### config.mk
export PLATFORM = sky130hd
export DESIGN_NAME = if_fetch
export DESIGN_NICKNAME = d
export VERILOG_FILES = /design/src/rtl/if_fetch.sv
export SDC_FILE = /design/constraint.sdc
export NUM_CORES = 2
export LEC_CHECK = 0
export CAP_MARGIN = 20
export CORE_ASPECT_RATIO = 1.75
export CORE_UTILIZATION = 57
export CTS_CLUSTER_SIZE = 24
export DETAILED_ROUTE_END_ITERATION = 8
export GPL_ROUTABILITY_DRIVEN = 1
export PLACE_DENSITY = 0.73
export SLEW_MARGIN = 20
export SYNTH_ARGS = -nofsm -noshare
export SYNTH_HDL_FRONTEND = slang
export SYNTH_SLANG_ARGS = --single-unit
### constraint.sdc
create_clock -name clk -period 14.9 [get_ports clk]
set_input_delay 1.49 -clock clk [delete_from_list [all_inputs] [get_ports clk]]
set_output_delay 1.49 -clock clk [all_outputs]
set_load 0.02 [all_outputs]
### src/rtl/if_fetch.sv
// Instruction-fetch stage: owns the PC, a direct-mapped one-word-per-line instruction
// cache, and a single-outstanding word-read port to the memory controller.
module if_fetch #(
    parameter int          ICACHE_IDX_W = 6,
    parameter logic [31:0] RESET_PC     = 32'h0
) (
    input  logic        clk,
    input  logic        rst,
    input  logic        stall_in,
    input  logic        branch_flag_in,
    input  logic [31:0] branch_target_in,
    output logic        mem_req_out,
    output logic [31:0] mem_addr_out,
    input  logic        mem_ready_in,
    input  logic [31:0] mem_data_in,
    output logic [31:0] pc_out,
    output logic [31:0] inst_out,
    output logic        inst_valid_out
);

    localparam int LINES = 1 << ICACHE_IDX_W;
    localparam int TAG_W = 30 - ICACHE_IDX_W;

    typedef enum logic [0:0] {
        LOOKUP   = 1'b0,
        WAIT_MEM = 1'b1
    } fetch_state_t;

    fetch_state_t state, state_nxt;

    logic [31:0] pc, pc_nxt;
    logic [31:0] miss_addr, miss_addr_nxt;
    logic        discard, discard_nxt;

    logic [31:0] pc_out_nxt;
    logic [31:0] inst_out_nxt;
    logic        inst_valid_nxt;
    logic        mem_req_nxt;
    logic [31:0] mem_addr_nxt;

    logic [LINES-1:0] line_valid;
    logic [TAG_W-1:0] line_tag  [LINES];
    logic [31:0]      line_data [LINES];

    logic [ICACHE_IDX_W-1:0] pc_idx, fill_idx;
    logic [TAG_W-1:0]        pc_tag, fill_tag;
    logic                    hit;
    logic                    fill_en;
    logic [31:0]             target;

    assign pc_idx   = pc[ICACHE_IDX_W+1:2];
    assign pc_tag   = pc[31:ICACHE_IDX_W+2];
    assign fill_idx = miss_addr[ICACHE_IDX_W+1:2];
    assign fill_tag = miss_addr[31:ICACHE_IDX_W+2];
    assign hit      = line_valid[pc_idx] && (line_tag[pc_idx] == pc_tag);
    assign target   = branch_target_in & ~32'h3;

    // Memory handshake: mem_req_out rises on the edge that enters WAIT_MEM and
    // stays high with mem_addr_out frozen until the edge that samples mem_ready_in=1;
    // that same edge drops the request, so only one read is ever in flight.
    always_comb begin
        state_nxt      = state;
        pc_nxt         = pc;
        miss_addr_nxt  = miss_addr;
        discard_nxt    = discard;
        pc_out_nxt     = pc_out;
        inst_out_nxt   = inst_out;
        inst_valid_nxt = inst_valid_out;
        mem_req_nxt    = mem_req_out;
        mem_addr_nxt   = mem_addr_out;
        fill_en        = 1'b0;

        case (state)
            LOOKUP: begin
                if (branch_flag_in) begin
                    pc_nxt         = target;
                    inst_valid_nxt = 1'b0;
                end else if (!stall_in) begin
                    if (hit) begin
                        pc_out_nxt     = pc;
                        inst_out_nxt   = line_data[pc_idx];
                        inst_valid_nxt = 1'b1;
                        pc_nxt         = pc + 32'd4;
                    end else begin
                        miss_addr_nxt  = pc;
                        mem_req_nxt    = 1'b1;
                        mem_addr_nxt   = pc;
                        inst_valid_nxt = 1'b0;
                        state_nxt      = WAIT_MEM;
                    end
                end
            end

            WAIT_MEM: begin
                if (mem_ready_in) begin
                    // The line is filled even when the word itself is thrown away.
                    fill_en     = 1'b1;
                    mem_req_nxt = 1'b0;
                    state_nxt   = LOOKUP;
                    if (branch_flag_in) begin
                        pc_nxt         = target;
                        inst_valid_nxt = 1'b0;
                        discard_nxt    = 1'b0;
                    end else if (discard) begin
                        discard_nxt = 1'b0;
                        if (!stall_in) begin
                            inst_valid_nxt = 1'b0;
                        end
                    end else if (!stall_in) begin
                        pc_out_nxt     = miss_addr;
                        inst_out_nxt   = mem_data_in;
                        inst_valid_nxt = 1'b1;
                        pc_nxt         = miss_addr + 32'd4;
                    end
                end else if (branch_flag_in) begin
                    pc_nxt         = target;
                    inst_valid_nxt = 1'b0;
                    discard_nxt    = 1'b1;
                end else if (!stall_in) begin
                    inst_valid_nxt = 1'b0;
                end
            end

            default: begin
                state_nxt = LOOKUP;
            end
        endcase
    end

    always_ff @(posedge clk or negedge rst) begin
        if (!rst) begin
            state          <= LOOKUP;
            pc             <= RESET_PC;
            miss_addr      <= 32'h0;
            discard        <= 1'b0;
            pc_out         <= 32'h0;
            inst_out       <= 32'h0;
            inst_valid_out <= 1'b0;
            mem_req_out    <= 1'b0;
            mem_addr_out   <= 32'h0;
        end else begin
            state          <= state_nxt;
            pc             <= pc_nxt;
            miss_addr      <= miss_addr_nxt;
            discard        <= discard_nxt;
            pc_out         <= pc_out_nxt;
            inst_out       <= inst_out_nxt;
            inst_valid_out <= inst_valid_nxt;
            mem_req_out    <= mem_req_nxt;
            mem_addr_out   <= mem_addr_nxt;
        end
    end

    always_ff @(posedge clk or negedge rst) begin
        if (!rst) begin
            line_valid <= '0;
        end else if (fill_en) begin
            line_valid[fill_idx] <= 1'b1;
        end
    end

    // Tag and data arrays need no reset; the valid bits gate every use.
    always_ff @(posedge clk) begin
        if (fill_en) begin
            line_tag[fill_idx]  <= fill_tag;
            line_data[fill_idx] <= mem_data_in;
        end
    end

endmodule
## After elaboration in Yosys (flattened, before gate mapping)

Memory sizes are Yosys's and may differ from the RTL's.
Cells that the tools add are included.

| storage, ports and cells | value |
|---|---|
| memories | 2 |
| RAM bits | 3584 |
| flip-flop bits (word level) | 196 |
| word-level logic and storage cells | 100 |
| output and inout bits | 98 |

| operators by class | value |
|---|---|
| mux-type cells | 55 |
| magnitude comparators | 3 |
| equality and inequality tests | 15 |
| reductions and logical operators | 9 |
| bitwise logic cells | 5 |
| add/subtract/negate cells | 2 |

Memories:

| memory | depth | bits a word | read ports | clocked after memory_dff | wr ports | RTL line | text |
|---|---|---|---|---|---|---|---|
| line_data | 64 | 32 | 1 | 0 | 1 | 43 | `logic [31:0] line_data [LINES];` |
| line_tag | 64 | 24 | 1 | 0 | 1 | 42 | `logic [TAG_W-1:0] line_tag [LINES];` |

Operator list:

| cell | number |
|---|---|
| two-way mux 32 bit | 22 |
| case mux 32 bit (2 select lines) | 3 |
| adder 32 x 3 -> 32 bit, second input constant | 2 |
| OR 64 bit | 1 |
| two-way mux 1 bit | 25 |
| == test 24 bit | 1 |
| inequality test 2 bit, second input constant | 8 |
| inequality test 3 bit, second input constant | 5 |
| less-than comparator 6 x 7 -> 1 bit, second input constant | 2 |
| AND reduction 4 bit | 2 |
| AND reduction 7 bit | 1 |
| binary-select mux 1 bit (select 6 bit) | 1 |
| demux 1 bit (select 6 bit) | 1 |
| greater-or-equal comparator 6 x 1 -> 1 bit, second input constant | 1 |
| case mux 1 bit (2 select lines) | 3 |
| inequality test 5 x 4 -> 1 bit, second input constant | 1 |
| AND reduction 5 bit | 1 |
| inverter 1 bit | 4 |
| AND reduction 2 bit | 2 |
| logical AND 1 bit | 2 |
| nonzero test 2 bit | 1 |

## Longest topological paths before layout

| logic depth | value |
|---|---|
| depth in word-level cells | 7 |
| mapped depth | 18 |
| gate-level depth less buffers | 12 |

## Least setup slack after synthesis

No wires, ideal clock.

| path | value |
|---|---|
| path kind | input to register |
| from | in mem_ready_in |
| to | reg line_valid[56] |
| cell stages on the path | 5 |
| setup time | 0.088 ns |
| arrival | 6.292 ns |
| path buffers | 0 |
| slack | 8.519 ns |
| cell sequence | nand2_1 -> nor2_1 -> nand2_1 -> nor3_1 -> or2_2 |

| on the way | value |
|---|---|
| word-level cells in the longest chain between the ends | 2 |

Ends and longest elaborated chain:

| element | RTL line | text |
|---|---|---|
| start: declaration | 14 | `input logic mem_ready_in,` |
| two-way mux 1 bit | 95 | `if (mem_ready_in) begin` |
| two-way mux 1 bit | 73 | `case (state)` |
| end signal: assignment | 156 | `line_valid <= '0;` |
| end signal: indexed assignment | 158 | `line_valid[fill_idx] <= 1'b1;` |
| end: declaration | 41 | `logic [LINES-1:0] line_valid;` |

No other way between the ends.
A chain may end at the register's enable or synchronous reset.

## Final worst setup path

| path | value |
|---|---|
| from | reg pc[2] |
| to | reg inst_out[0] |

| on the way | value |
|---|---|
| word-level cells in the longest chain between the ends | 5 |
| elaborated cells between the ends (all ways) | 12 |

Ends and longest elaborated chain:

| element | RTL line | text |
|---|---|---|
| start: declaration | 31 | `logic [31:0] pc, pc_nxt;` |
| start signal: assignment | 143 | `pc <= pc_nxt;` |
| memory (64 x 24 bit), or another cell as far along | - |  |
| == test 24 bit, or another cell as far along | 55 | `assign hit = line_valid[pc_idx] && (line_tag[pc_idx] == pc_tag);` |
| logical AND 1 bit / two-way mux 32 bit (equally long branches) | 55, 78 |  |
| inequality test 2 bit (no line) / two-way mux 32 bit (equally long branches) | - |  |
| AND reduction 7 bit (no line) / case mux 32 bit (2 select lines) (equally long branches) | - |  |
| end signal: assignment | 147 | `inst_out <= inst_out_nxt;` |
| end: declaration | 17 | `output logic [31:0] inst_out,` |

Parallel ways exist; a longest one is shown, timed or not. The select of a mux whose other input is x is not followed.

==> out/results.tsv <==
metric	value	unit
# resized after CTS	0	
Final ANT Viol Nets	0	
vias in the first global route	75979	
syn_area_per_cell	21.9	um^2
Synth Instances	6682	
area of the mapped netlist	147000	um^2
worst vdd ir	0.108	mV
nets	7104	
Post-route DRC	6	
Startpoint Class	flip-flop	
buffer count from post-CTS setup fixing	0	
Yosys warning total	0	
fmax	117	MHz
#FFs+latches synth	3780	
core area	256000	um^2
share of the cycle needed by the critical path after routing	57.4	%
Die Y	673	um
multi-input logic area	32700	um^2
crit-path max FO	47	
Top Ports	167	
cell chosen for the clock root	clkbuf_16	
clock sink total	3780	
total of max-cap violations	0	
Layout fillers	16402	
Sum Neg Setup Slack	0	ns
critical path endpoint category	flip-flop	
wire per inst	40.1	um
register area	113000	um^2
Worst Hold Class	flip-flop to flip-flop	
share of layout cells above drive strength 1	26.9	%
CTS tree	built	
number of synthesized flops with an enable pin	3584	
worst-margin pin slew	1.25	ns
Worst slew margin	16.4	%
Routed WL	427	mm
Netlist cell types	73	
Clk pin slew, worst setup/hold paths	0.07	ns
asr flop ratio synth	5.19	%
max-slew violations	0	
TritonCTS Buffers	317	
largest net degree at the start of global routing	170	
grt ovf	0	
Pwr Density	164	nW/um^2
Rows	246	
starting density of the core	57.3	%
first-pass detailed-route iteration total	7	
RSZ-0062 raised after global routing	no	
antenna violations before repair	19	
Power Total	26.8	mW
most frequent cells in the layout	edfxtp_1 (3584), mux4_2 (966), clkbuf_16 (325)	
failing checks	DRC	
fin crit period	8.55	ns
Iter 0 DRT Violations	10992	
# setup viols final	0	
hold_buf cts	0	
GR Util All Layers	33.2	%
Clock Latency Late Sink	0.90	ns
commonest non-fill, non-tap cell in the layout	edfxtp_1	
Critical Path AT	9.26	ns
final hold vios	0	
Main synth FF type	edfxtp_1	
syn_nets	6753	
area grow syn2layout	11.5	%
number of port buffers	164	
Final Skew	0.0517	ns
vias per inst	7.08	
Seq/Total Area, Yosys	76.7	%
clk buf depth	4	
required time worst endpoint	15.61	ns
die area	259000	um^2
GPL Wtd Cong	0.895	
Die X	385	um
detailed placer's ending HPWL	232	mm
via count	75350	
Setup Crit Path Kind	flip-flop to flip-flop	
leakage power total	52.1	nW
run status	finished with violations	
H-tree depth	5	
first-pass GRT wire length	586	mm
==> flip-flops by register name, indices dropped and copies added (netlist names) <==
signal / flops
discard: 1
line_data: 2048
pc: 32
miss_addr: 32
inst_valid_out: 1
line_valid: 64
inst_out: 32
state: 1
line_tag: 1536
pc_out: 32
mem_req_out: 1
==> report_power, final <==
| group | total [mW] | internal, mW | switching, mW |
|---|---|---|---|
| registers | 12.8 | 12.4 | 0.367 |
| clock network | 8.36 | 4.60 | 3.76 |
| logic | 5.65 | 2.25 | 3.40 |
| total | 26.8 | 19.2 | 7.52 |
==> final cells by class <==
class	count	area share, %
diodes	9	0.0138
clock buffers	409	5.25
clock inverters	157	0.988
inverters	14	0.0383
multi-input cells	2496	20.0
flip-flops and latches	3780	68.8
well taps	3348	2.56
repair buffers	424	2.29
==> through the flow <==
step	utilization, %	hold slack, ns	setup WS, ns	std cells	instance area [um^2]
floorplan	-	0.434	8.52	6682	147000
global placement	59.7	0.446	6.42	10051	153000
detailed placement	59.8	0.449	6.44	10058	153000
CTS	63.8	0.464	6.35	10624	163000
global route	63.9	0.478	6.03	10632	164000
finish	63.9	0.464	6.35	10637	164000
==> path summary, 6_finish.rpt <==
path                               start             to  slack, ns  cells past startpoint
min reg2reg                line_valid[3]  line_valid[3]       0.46                      1
max                                pc[2]    inst_out[0]       6.35                     15
max reg2reg                        pc[2]    inst_out[0]       6.35                     15
max in group asynchronous            rst  miss_addr[31]      12.68                      2
min in group asynchronous            rst  miss_addr[28]       0.67                      1
min                        line_valid[3]  line_valid[3]       0.46                      1
==> critical path, stage by stage (launching register included) <==
cell and delay, ns:
dfrtp_4 0.88, buf_4 0.81, buf_4 0.77, buf_4 0.70
mux4_2 0.61, a22oi_1 0.18, a21oi_1 0.11, nor2_1 0.22
o211ai_1 0.40, xnor2_1 0.30, nand4_1 0.11, nor3_1 0.84
a31o_4 0.70, and2_4 0.55, buf_4 0.65, a31oi_1 0.19
==> cell usage after synthesis, types with 46 or more instances <==
library cell  number  area [um^2]
edfxtp_1        3584       108000
mux4_2           966        21800
mux2i_1          269         2690
clkbuf_1         214          803
dfrtp_1          196         4900
nand2_1          196          736
a21oi_1          172          861
nor2_1           133          499
buf_2             94          470
a22oi_1           87          653
or2_2             70          438
nand3_1           63          315
xnor2_1           58          508
mux2_2            53          597
a31oi_1           46          288
==> layer usage <==
metal	track usage (%)	routed length, um	vias to the layer above
met5	0	61	-
met4	21.7	33900	10
met3	6.45	47300	1450
met2	54.7	212000	5786
met1	39.9	133000	39405
li1	-	-	28699
==> cells by family after synthesis <==
family                   synth area share, %
buffers and inverters                   1.31
multiplexers                            17.2
XOR/XNOR                               0.514
AO/OA/AOI/OAI                           2.42
flip-flops                              76.7
AND/OR/NAND/NOR                         1.82
adder cells (fa/ha/maj)               0.0171
(Power assumes the default switching activity.)
